**src/rtl/mmu_utlb_pkg.sv**
```systemverilog
// Shared types and constants for the micro-TLB: entry, refill and result records plus FSM states.
package mmu_utlb_pkg;

    localparam int PAGE_OFFSET_W = 12;
    localparam int VPN_W         = 20;
    localparam logic [2:0] CACHE_UNCACHED = 3'd2;

    typedef enum logic [1:0] {
        ST_IDLE,
        ST_REFILL,
        ST_RESP
    } utlb_state_t;

    typedef struct packed {
        logic             valid;
        logic [VPN_W-1:0] vpn;
        logic [7:0]       asid;
        logic             glob;
        logic [VPN_W-1:0] pfn;
        logic             dirty;
        logic [2:0]       cache;
    } utlbEntry_t;

    typedef struct packed {
        logic             miss;
        logic             valid;
        logic             dirty;
        logic             glob;
        logic [2:0]       cache;
        logic [VPN_W-1:0] pfn;
    } utlbRefill_t;

    typedef struct packed {
        logic [31:0] vaddr;
        logic [31:0] paddr;
        logic        miss;
        logic        invalid;
        logic        illegal;
        logic        dirty;
        logic        uncached;
    } mmuResult_t;

    // kuseg, kseg2 and kseg3 go through the TLB; kseg0/kseg1 are direct-mapped.
    function automatic logic is_mapped(input logic [31:0] vaddr);
        return ~vaddr[31] | (vaddr[31:30] == 2'b11);
    endfunction

endpackage

```
**src/rtl/mmu_utlb_lookup.sv**
```systemverilog
// Combinational fully-associative match across all micro-TLB entries.
module mmu_utlb_lookup
    import mmu_utlb_pkg::*;
#(
    parameter int ENTRIES = 4
) (
    input  utlbEntry_t                     entries [ENTRIES],
    input  logic [VPN_W-1:0]               vpn,
    input  logic [7:0]                     asid,
    output logic                           hit,
    output logic [$clog2(ENTRIES)-1:0]     hit_idx,
    output utlbEntry_t                     hit_entry
);

    localparam int IDX_W = $clog2(ENTRIES);

    logic [ENTRIES-1:0] match;

    generate
        for (genvar gi = 0; gi < ENTRIES; gi++) begin : g_match
            assign match[gi] = entries[gi].valid
                             & (entries[gi].vpn == vpn)
                             & (entries[gi].glob | (entries[gi].asid == asid));
        end
    endgenerate

    // At most one entry matches in normal operation; the highest index wins otherwise.
    always_comb begin
        hit       = |match;
        hit_idx   = '0;
        hit_entry = '0;
        for (int i = 0; i < ENTRIES; i++) begin
            if (match[i]) begin
                hit_idx   = IDX_W'(i);
                hit_entry = entries[i];
            end
        end
    end

endmodule

```
**src/rtl/mmu_utlb.sv**
```systemverilog
// Per-channel micro-TLB with segment decode and main-TLB refill handshake.
// Optional performance counters are built when MMU_UTLB_PERF_EN is defined.
module mmu_utlb
    import mmu_utlb_pkg::*;
#(
    parameter int ENTRIES      = 4,
    parameter bit DATA_CHANNEL = 1'b1
) (
    input  logic              clk,
    input  logic              rst,
    input  logic [7:0]        asid,
    input  logic              user_mode,
    input  logic              kseg0_uncached,
    input  logic              flush,
    input  logic              req_valid,
    input  logic [31:0]       req_vaddr,
    output logic              req_ready,
    output logic              resp_valid,
    output mmuResult_t        resp_result,
    output logic              refill_req,
    output logic [VPN_W-1:0]  refill_vpn,
    input  logic              refill_ack,
    input  utlbRefill_t       refill_data,
    output logic [31:0]       hit_count,
    output logic [31:0]       miss_count
);

    localparam int IDX_W = $clog2(ENTRIES);

    utlb_state_t      state_q, state_d;
    utlbEntry_t       entries_q [ENTRIES];
    utlbEntry_t       entries_d [ENTRIES];
    logic [IDX_W-1:0] rr_q, rr_d;
    logic [31:0]      pend_vaddr_q, pend_vaddr_d;
    logic             pend_illegal_q, pend_illegal_d;
    logic             pend_flushed_q, pend_flushed_d;
    logic             resp_valid_q, resp_valid_d;
    mmuResult_t       resp_result_q, resp_result_d;

    logic             lu_hit;
    logic [IDX_W-1:0] lu_hit_idx;
    utlbEntry_t       lu_hit_entry;
    logic             req_mapped;
    logic             req_illegal;
    logic             lookup_hit;
    mmuResult_t       unmapped_res, hit_res, refill_res;
    utlbEntry_t       new_entry;
    logic             install;

    mmu_utlb_lookup #(.ENTRIES(ENTRIES)) u_lookup (
        .entries   (entries_q),
        .vpn       (req_vaddr[31:PAGE_OFFSET_W]),
        .asid      (asid),
        .hit       (lu_hit),
        .hit_idx   (lu_hit_idx),
        .hit_entry (lu_hit_entry)
    );

    assign req_mapped  = is_mapped(req_vaddr);
    assign req_illegal = user_mode & req_vaddr[31];
    // A flush in the request cycle makes the array look empty to that lookup.
    assign lookup_hit  = lu_hit & ~flush;

    always_comb begin
        unmapped_res          = '0;
        unmapped_res.vaddr    = req_vaddr;
        unmapped_res.paddr    = {3'b000, req_vaddr[28:0]};
        unmapped_res.illegal  = req_illegal;
        unmapped_res.dirty    = DATA_CHANNEL;
        unmapped_res.uncached = (req_vaddr[31:29] == 3'b101)
                              | (kseg0_uncached & (req_vaddr[31:29] == 3'b100));
    end

    always_comb begin
        hit_res          = '0;
        hit_res.vaddr    = req_vaddr;
        hit_res.paddr    = {lu_hit_entry.pfn, req_vaddr[PAGE_OFFSET_W-1:0]};
        hit_res.illegal  = req_illegal;
        hit_res.dirty    = DATA_CHANNEL & lu_hit_entry.dirty;
        hit_res.uncached = DATA_CHANNEL & (lu_hit_entry.cache == CACHE_UNCACHED);
    end

    always_comb begin
        refill_res         = '0;
        refill_res.vaddr   = pend_vaddr_q;
        refill_res.illegal = pend_illegal_q;
        if (refill_data.miss) begin
            refill_res.miss = 1'b1;
        end else if (!refill_data.valid) begin
            refill_res.invalid = 1'b1;
        end else begin
            refill_res.paddr    = {refill_data.pfn, pend_vaddr_q[PAGE_OFFSET_W-1:0]};
            refill_res.dirty    = DATA_CHANNEL & refill_data.dirty;
            refill_res.uncached = DATA_CHANNEL & (refill_data.cache == CACHE_UNCACHED);
        end
    end

    always_comb begin
        new_entry       = '0;
        new_entry.valid = 1'b1;
        new_entry.vpn   = pend_vaddr_q[31:PAGE_OFFSET_W];
        new_entry.asid  = asid;
        new_entry.glob  = refill_data.glob;
        new_entry.pfn   = refill_data.pfn;
        new_entry.dirty = refill_data.dirty;
        new_entry.cache = refill_data.cache;
    end

    // A flush seen at any point during the refill suppresses the install.
    assign install = (state_q == ST_REFILL) & refill_ack & ~refill_data.miss
                   & refill_data.valid & ~flush & ~pend_flushed_q;

    always_comb begin
        state_d        = state_q;
        rr_d           = rr_q;
        pend_vaddr_d   = pend_vaddr_q;
        pend_illegal_d = pend_illegal_q;
        pend_flushed_d = pend_flushed_q;
        resp_valid_d   = 1'b0;
        resp_result_d  = resp_result_q;
        for (int i = 0; i < ENTRIES; i++) begin
            entries_d[i] = entries_q[i];
            if (flush) begin
                entries_d[i].valid = 1'b0;
            end
        end

        case (state_q)
            ST_IDLE: begin
                if (req_valid) begin
                    if (!req_mapped) begin
                        resp_valid_d  = 1'b1;
                        resp_result_d = unmapped_res;
                    end else if (lookup_hit) begin
                        resp_valid_d  = 1'b1;
                        resp_result_d = hit_res;
                    end else begin
                        state_d        = ST_REFILL;
                        pend_vaddr_d   = req_vaddr;
                        pend_illegal_d = req_illegal;
                        pend_flushed_d = 1'b0;
                    end
                end
            end
            ST_REFILL: begin
                if (flush) begin
                    pend_flushed_d = 1'b1;
                end
                if (refill_ack) begin
                    state_d       = ST_RESP;
                    resp_valid_d  = 1'b1;
                    resp_result_d = refill_res;
                end
                if (install) begin
                    entries_d[rr_q] = new_entry;
                    rr_d = (rr_q == IDX_W'(ENTRIES - 1)) ? '0 : rr_q + 1'b1;
                end
            end
            ST_RESP: begin
                state_d = ST_IDLE;
            end
            default: begin
                state_d = ST_IDLE;
            end
        endcase
    end

    always_ff @(posedge clk or negedge rst) begin
        if (!rst) begin
            state_q        <= ST_IDLE;
            rr_q           <= '0;
            pend_vaddr_q   <= '0;
            pend_illegal_q <= 1'b0;
            pend_flushed_q <= 1'b0;
            resp_valid_q   <= 1'b0;
            resp_result_q  <= '0;
        end else begin
            state_q        <= state_d;
            rr_q           <= rr_d;
            pend_vaddr_q   <= pend_vaddr_d;
            pend_illegal_q <= pend_illegal_d;
            pend_flushed_q <= pend_flushed_d;
            resp_valid_q   <= resp_valid_d;
            resp_result_q  <= resp_result_d;
        end
    end

    generate
        for (genvar gi = 0; gi < ENTRIES; gi++) begin : g_entry
            always_ff @(posedge clk or negedge rst) begin
                if (!rst) begin
                    entries_q[gi] <= '0;
                end else begin
                    entries_q[gi] <= entries_d[gi];
                end
            end
        end
    endgenerate

    assign req_ready   = (state_q == ST_IDLE);
    assign refill_req  = (state_q == ST_REFILL);
    assign refill_vpn  = refill_req ? pend_vaddr_q[31:PAGE_OFFSET_W] : '0;
    assign resp_valid  = resp_valid_q;
    assign resp_result = resp_result_q;

`ifdef MMU_UTLB_PERF_EN
    logic [31:0] hit_count_q, hit_count_d;
    logic [31:0] miss_count_q, miss_count_d;
    logic        hit_event, miss_event;

    assign hit_event  = req_ready & req_valid & req_mapped & lookup_hit;
    assign miss_event = req_ready & req_valid & req_mapped & ~lookup_hit;

    always_comb begin
        hit_count_d  = hit_count_q + {31'd0, hit_event};
        miss_count_d = miss_count_q + {31'd0, miss_event};
    end

    always_ff @(posedge clk or negedge rst) begin
        if (!rst) begin
            hit_count_q  <= '0;
            miss_count_q <= '0;
        end else begin
            hit_count_q  <= hit_count_d;
            miss_count_q <= miss_count_d;
        end
    end

    assign hit_count  = hit_count_q;
    assign miss_count = miss_count_q;
`else
    assign hit_count  = '0;
    assign miss_count = '0;
`endif

endmodule

```
**config.mk**
```make
export PLATFORM = sky130hd
export DESIGN_NAME = mmu_utlb
export DESIGN_NICKNAME = d
export VERILOG_FILES = /design/src/rtl/mmu_utlb_pkg.sv /design/src/rtl/mmu_utlb_lookup.sv /design/src/rtl/mmu_utlb.sv
export SDC_FILE = /design/constraint.sdc
export NUM_CORES = 1
export LEC_CHECK = 0
export CORE_ASPECT_RATIO = 1.2
export CORE_MARGIN = 5
export CORE_UTILIZATION = 53
export DETAILED_ROUTE_END_ITERATION = 6
export PLACE_DENSITY = 0.88
export RECOVER_POWER = 25
export SYNTH_ARGS = -nofsm -noshare
export SYNTH_HDL_FRONTEND = slang
export SYNTH_SLANG_ARGS = --single-unit
```
**constraint.sdc**
```tcl
create_clock -name clk -period 5.4 [get_ports clk]
set_clock_uncertainty 0.1 [all_clocks]
set_input_delay 1.08 -clock clk [delete_from_list [all_inputs] [get_ports clk]]
set_output_delay 1.08 -clock clk [all_outputs]
set_load 0.005 [all_outputs]
```
==> results of run 1 <==
Yosys cell counts, types with 9 or more instances:
cell       instances  area share, %
nand4_1           53            2.0
xor2_1            78            4.2
nor2_1            13           0.30
mux2_2           261             18
o311a_1           20            1.2
clkbuf_1          86            2.0
or4_1             22            1.0
a22o_1            29            1.6
nand3_1           13           0.40
a21o_1            22            1.0
nand2_1           52            1.2
mux2_4            28            2.6
xnor2_1           34            1.8
o21ai_0            9           0.28
and2_1            21           0.81
a21oi_1           19           0.59
nor4_1            23           0.89
mux2i_1           22            1.4
dfrtp_1          324             50
buf_4             69            3.2
o2111ai_1         20            1.1
inv_1             33           0.76
power groups by stage:
stage | registers, mW | clock network, mW | logic (mW)
2_1_floorplan | 3.39 | 0 | 1.19
3_3_place_gp | 3.49 | 0 | 2.10
3_5_place_dp | 3.53 | 0 | 2.18
4_1_cts | 3.50 | 2.42 | 2.20
5_1_grt | 3.58 | 2.53 | 2.34
6_report | 3.51 | 2.40 | 2.20
routing by layer:
| metal | share of wire [%] | up-vias | global-route usage, % |
|---|---|---|---|
| met5 | 0 | - | 0 |
| met4 | 4.9 | 0 | 11.6 |
| met3 | 8.1 | 154 | 4.85 |
| met2 | 50 | 658 | 45.9 |
| met1 | 37 | 5902 | 34.1 |
| li1 | - | 4923 | - |
worst register-to-register path, cell delays in order, from the launching register on:
cell	delay, ns
dfrtp_1	0.39
xor2_1	0.14
nor4_1	0.47
a21oi_1	0.25
or4_1	0.64
a41oi_1	0.21
nor2_1	0.10
clkinv_2	0.28
buf_12	0.24
buf_4	0.22
mux2i_1	0.23
metrics by stage:
step | hold slack [ns] | cells | setup WS [ns] | total power, mW | instance area (um^2)
2_1_floorplan | 0.371 | 1392 | 1.85 | 4.58 | 16500
3_3_place_gp | 0.379 | 1823 | 0.697 | 5.59 | 18100
5_1_grt | 0.417 | 1884 | 1.01 | 8.45 | 19300
6_report | 0.404 | 1884 | 1.12 | 8.11 | 19300
4_1_cts | 0.403 | 1884 | 1.14 | 8.13 | 19300
3_5_place_dp | 0.389 | 1823 | 0.681 | 5.70 | 18100
path summary, 6_finish.rpt:
| check | from | end | slack [ns] | depth (start not counted) |
|---|---|---|---|---|
| max | asid[6] | resp_result[33]$_DFFE_PN0P_ | 1.12 | 11 |
| min | flip-flop | flip-flop | 0.40 | 1 |
| max reg2reg | flip-flop | resp_result[33]$_DFFE_PN0P_ | 2.04 | 10 |
| min reg2reg | flip-flop | flip-flop | 0.40 | 1 |
| max in group asynchronous | rst | asynchronous set/reset pin | 1.81 | 1 |
| min in group asynchronous | rst | asynchronous set/reset pin | 1.50 | 1 |
cell families after synthesis:
group | share of synthesized area, %
flip-flops | 49.9
multiplexers | 22.0
AND/OR/NAND/NOR | 8.57
buffers and inverters | 6.57
AO/OA/AOI/OAI | 6.57
XOR/XNOR | 6.04
adder cells (fa/ha/maj) | 0.308
other | 0.0231
cell type report:
class,count,share of cell area [%]
clock buffer,47,5.04
clock inverter,14,0.903
inverter,34,0.669
multi-input combinational,865,38.1
sequential,324,42.1
tap,396,2.57
timing repair buffer,204,10.6
==> results_dict.tcl, run 1 <==
set metrics [dict create \
    final_cell_mix "dfrtp_1 (324), mux2_2 (261), clkdlybuf4s50_1 (164)" \
    clock-root-buffer "clkbuf_16" \
    core_area_um2 30400 \
    cp_cell_sequence "clkdlybuf4s50_1 > xor2_1 > nor4_1 > a21oi_1 > or4_1 > a41oi_1 > nor2_1 > clkinv_2 > buf_12 > buf_4 > mux2i_1" \
    vias_per_cell 6.18 \
    fillers 2200 \
    grt_overflow 0 \
    worstPathMaxFanout 16 \
    yosys.cell_types.count 52 \
    first_iter_violations 1192 \
    grt_max_degree 122 \
    syn-cell-area_um2 16200 \
    violations "DRC, capacitance limit, slew limit" \
    final_nets 1541 \
    synthCells 1329 \
    p_sw_share_pct 29.8 \
    yosys_warnings 0 \
    areaGrowthSynthToFinish_pct 18.5 \
    post_cts_resized 0 \
    ys.flop_type "dfrtp_1" \
    critPathKind "in -> reg" \
    maxCapViolCount 1 \
    start_util_pct 53.5 \
    multi_input_area_um2 7340 \
    fin_crit_ns 4.28 \
    clkPwrFrac_pct 29.6 \
    relSlewSlack_pct -114 \
    drive_gt1_share_pct 26.8 \
    grt_pass1_vias 12021 \
    power_frac_seq_pct 43.3 \
    syn_avg_cell_area_um2 12.2 \
    final_common_cell "dfrtp_1" \
    cts_setup_buffers 0 \
    firstDrtPassIters 7 \
    power.density_nw_per_um2 421 \
    hold_viol_final 0 \
    grt_pass1_wl_mm 72.9 \
    io_buffers 165 \
    routed_wirelength_mm 46.8 \
    ant_nets 0 \
    track_usage_pct 27.1 \
    clock_latency_ns 0.53 \
    yosysSeqAreaShare_pct 49.9 \
    worst_slew_pin_slew_ns 3.20 \
    place_congestion 0.995 \
    cpPeakStageDelay_ns 0.64 \
    post-route-util_pct 63.4 \
    setup_violations 0 \
    p_int_mw 5.69 \
    rsz0062_at_grt "no" \
    fin_setup_tns_ns 0 \
    crit_arrival_ns 4.61 \
    dpl.hpwl_mm 31.8 \
    wl_per_cell_um 24.8 \
    drv_slew 120 \
    postSynth.asyncResetShare_pct 100 \
    ys_ff_latch 324 \
    boundaryPins 230 \
    cts_max_level 2 \
    clockBufferDepth 3 \
    fp.dieH_um 202 \
    die_area_um2 34300 \
    ir_worst_vdd_mv 0.304 \
    cts.sinks 324 \
    min_path_type "reg -> reg" \
    clkTransAtPathRegs_ns 0.06 \
    cts_tree "yes" \
    switchingPower_mw 2.41 \
    power_frac_comb_pct 27.1 \
    critPathLaunchType "input pin" \
    grt_antenna_before_repair 0 \
    outcome "complete, but fails checks" \
    clock.fmax_ghz 0.234 \
    dieWidth_um 170 \
    fin_crit_sh_pct 79.3 \
    n_antenna_cell 0 \
    path_buf_inv 4 \
    seqCellArea_um2 8110 \
    path_delay_family "buffers and inverters" \
    cp.required_ns 5.72 \
    remaining_drc_errors 3 \
    postCtsHoldBufs 0 \
    critPathCaptureType "flip-flop" \
    cts_buffers 34 \
    crit_path_top_delay_cell "or4_1" \
    synth_edf_count 0 \
    vias 11637 \
    power.leakage_nw 9.11 \
    rows 70 \
]
No activity file was read; power rests on OpenSTA's default activity.
==> run 2: changes to the inputs <==
==> constraint.sdc (replaced) <==
create_clock -name clk -period 4.26 [get_ports clk]
set_clock_uncertainty 0.1 [all_clocks]
set_input_delay 0.852 -clock clk [delete_from_list [all_inputs] [get_ports clk]]
set_output_delay 0.852 -clock clk [all_outputs]
set_load 0.005 [all_outputs]
==> run 2 against run 1 <==
  * The run ends with capacitance limit, slew limit left
  * Via count barely moved
  * Global-route usage is 0.94 points lower
  * Final area increased by 1.8%
  * Die area unchanged
  * Sequential power rose by 26%
  * Cell count rose by 1.9%
  * Power increased by 27%
  * Wire length is 2.0% lower
  * Sequential share of layout area decreased by 0.73 points
  * Hold slack got worse by 0.0094 ns
  * Critical endpoint is now resp_result[37]$_DFFE_PN0P_
  * Largest cell class unchanged
==> results_dict.tcl, run 2 (synthesis results as in run 1) <==
set metrics [dict create \
    fin_hold_ws_ns 0.395 \
    r2r-end "resp_result[37]$_DFFE_PN0P_" \
    boundaryPins 230 \
    wl_per_cell_um 23.9 \
    critPathCaptureType "flip-flop" \
    drv_slew 110 \
    p_total_mw 10.3 \
    crit_start "req_vaddr[19]" \
    cts_setup_buffers 0 \
    cp.required_ns 4.56 \
    power.density_nw_per_um2 527 \
    worst_slew_pin_slew_ns 2.99 \
    firstDrtPassIters 5 \
    remaining_drc_errors 0 \
    cpPeakStageDelay_ns 0.55 \
    rows 70 \
    cts_max_level 2 \
    ant_nets 0 \
    grt_pass1_wl_mm 70.3 \
    hold_viol_final 0 \
    relSlewSlack_pct -99.5 \
    fp.dieH_um 202 \
    first_iter_violations 1066 \
    clock_latency_ns 0.51 \
    areaGrowthSynthToFinish_pct 20.6 \
    power.leakage_nw 9.32 \
    cp_cell_sequence "clkdlybuf4s50_1 > buf_4 > xnor2_1 > or4b_1 > nor4_1 > nand3_1 > a41oi_1 > nor2_1 > clkinv_2 > buf_4 > mux2_2" \
    post_cts_resized 0 \
    start_util_pct 53.5 \
    vias_per_cell 6.06 \
    clock-root-buffer "clkbuf_16" \
    r2r_slack_ns 1.17 \
    die_area_um2 34300 \
    fillers 2187 \
    place_congestion 0.912 \
    cts_buffers 35 \
    routed_wirelength_mm 45.9 \
    grt_pass1_vias 11904 \
    dpl.hpwl_mm 31.9 \
    dieWidth_um 170 \
    maxCapViolCount 1 \
    setup_violations 0 \
    track_usage_pct 26.1 \
    place_inst 1859 \
    cts_tree "yes" \
    cpMostUsedCell "buf_4" \
    ir_worst_vdd_mv 0.315 \
    min_path_type "reg -> reg" \
    clock.fmax_ghz 0.260 \
    final_cell_mix "dfrtp_1 (324), mux2_2 (261), clkdlybuf4s50_1 (164)" \
    core_area_um2 30400 \
    fin_ws_ns 0.417 \
    violations "capacitance limit, slew limit" \
    fin_crit_sh_pct 90.2 \
    vias 11631 \
    final_common_cell "dfrtp_1" \
    grt_antenna_before_repair 0 \
    critPathKind "in -> reg" \
    crit_end "resp_result[37]$_DFFE_PN0P_" \
    crit_arrival_ns 4.14 \
    crit_path_top_delay_cell "clkdlybuf4s50_1" \
    grt_overflow 0 \
    finalNonFillerCells 1920 \
    grt_max_degree 113 \
    fin_crit_ns 3.84 \
    outcome "complete, but fails checks" \
    clockBufferDepth 3 \
    worstPathMaxFanout 12 \
    postCtsHoldBufs 0 \
    io_buffers 165 \
    clkTransAtPathRegs_ns 0.06 \
    cts.sinks 324 \
    rsz0062_at_grt "no" \
    drive_gt1_share_pct 28.9 \
    critPathLaunchType "input pin" \
    reg2regPathDepth 9 \
    final_nets 1578 \
    pre_cts_ws_ns -0.00701 \
]
[run 2: changes by cell type in the layout (fill, tap and decap cells not counted), sizes merged]
cell      previous run  this run
buf                 39        75
clkinvlp             1         0
diode                0         1
clkinv              10        11
clkbuf              48        46
bufinv               3         4
[run 2: area by class of cell]
cell class              instances  area (um^2)  share of cell area, %
well taps                     396          495                   2.53
clock inverters                15          183                  0.932
flip-flops and latches        324         8110                   41.4
multi-input cells             865         7340                   37.5
diodes                          1         2.50                 0.0128
inverters                      34          129                  0.658
clock buffers                  45         1000                   5.12
repair buffers                240         2330                   11.9
[run 2: critical path, delay by kind of cell]
family	cells	cell delay [ns]
simple gates	4	1.22
mux	1	0.38
buf+inv	4	1.15
xor+xnor	1	0.26
compound gates	1	0.28
[run 2: worst min path at each step]
| stage | slack [ns] | from | end | depth (start not counted) |
|---|---|---|---|---|
| global placement | 0.37 | resp_result[4]$_DFFE_PN0P_ | resp_result[4]$_DFFE_PN0P_ | 1 |
| CTS | 0.36 | rst | asynchronous set/reset pin | 1 |
| finish | 0.40 | resp_result[4]$_DFFE_PN0P_ | resp_result[4]$_DFFE_PN0P_ | 1 |
| global route | 0.42 | flip-flop | flip-flop | 1 |
| floorplan | 0.37 | flip-flop | flip-flop | 1 |
| detailed placement | 0.38 | resp_result[4]$_DFFE_PN0P_ | resp_result[4]$_DFFE_PN0P_ | 1 |
[run 2: metal layers]
layer | up-vias | share of wire (%) | GRT usage (%)
met2 | 599 | 49 | 43.2
met5 | - | 0 | 0
met3 | 157 | 8.0 | 5.58
li1 | 4996 | - | -
met4 | 0 | 5.6 | 12.3
met1 | 5879 | 37 | 32.8
[run 2: power by group]
group,internal [mW],switching [mW]
clock,1.90,1.22
sequential,3.84,0.570
combinational,1.61,1.18
[run 2: metrics by stage]
step,instance area (um^2),setup TNS [ns],utilization [%]
finish,19600,0,64.5
global route,19600,0,64.5
CTS,19600,0,64.5
detailed placement,18400,-0.0162,60.6
global placement,18400,-3.18,60.6
floorplan,16500,0,-
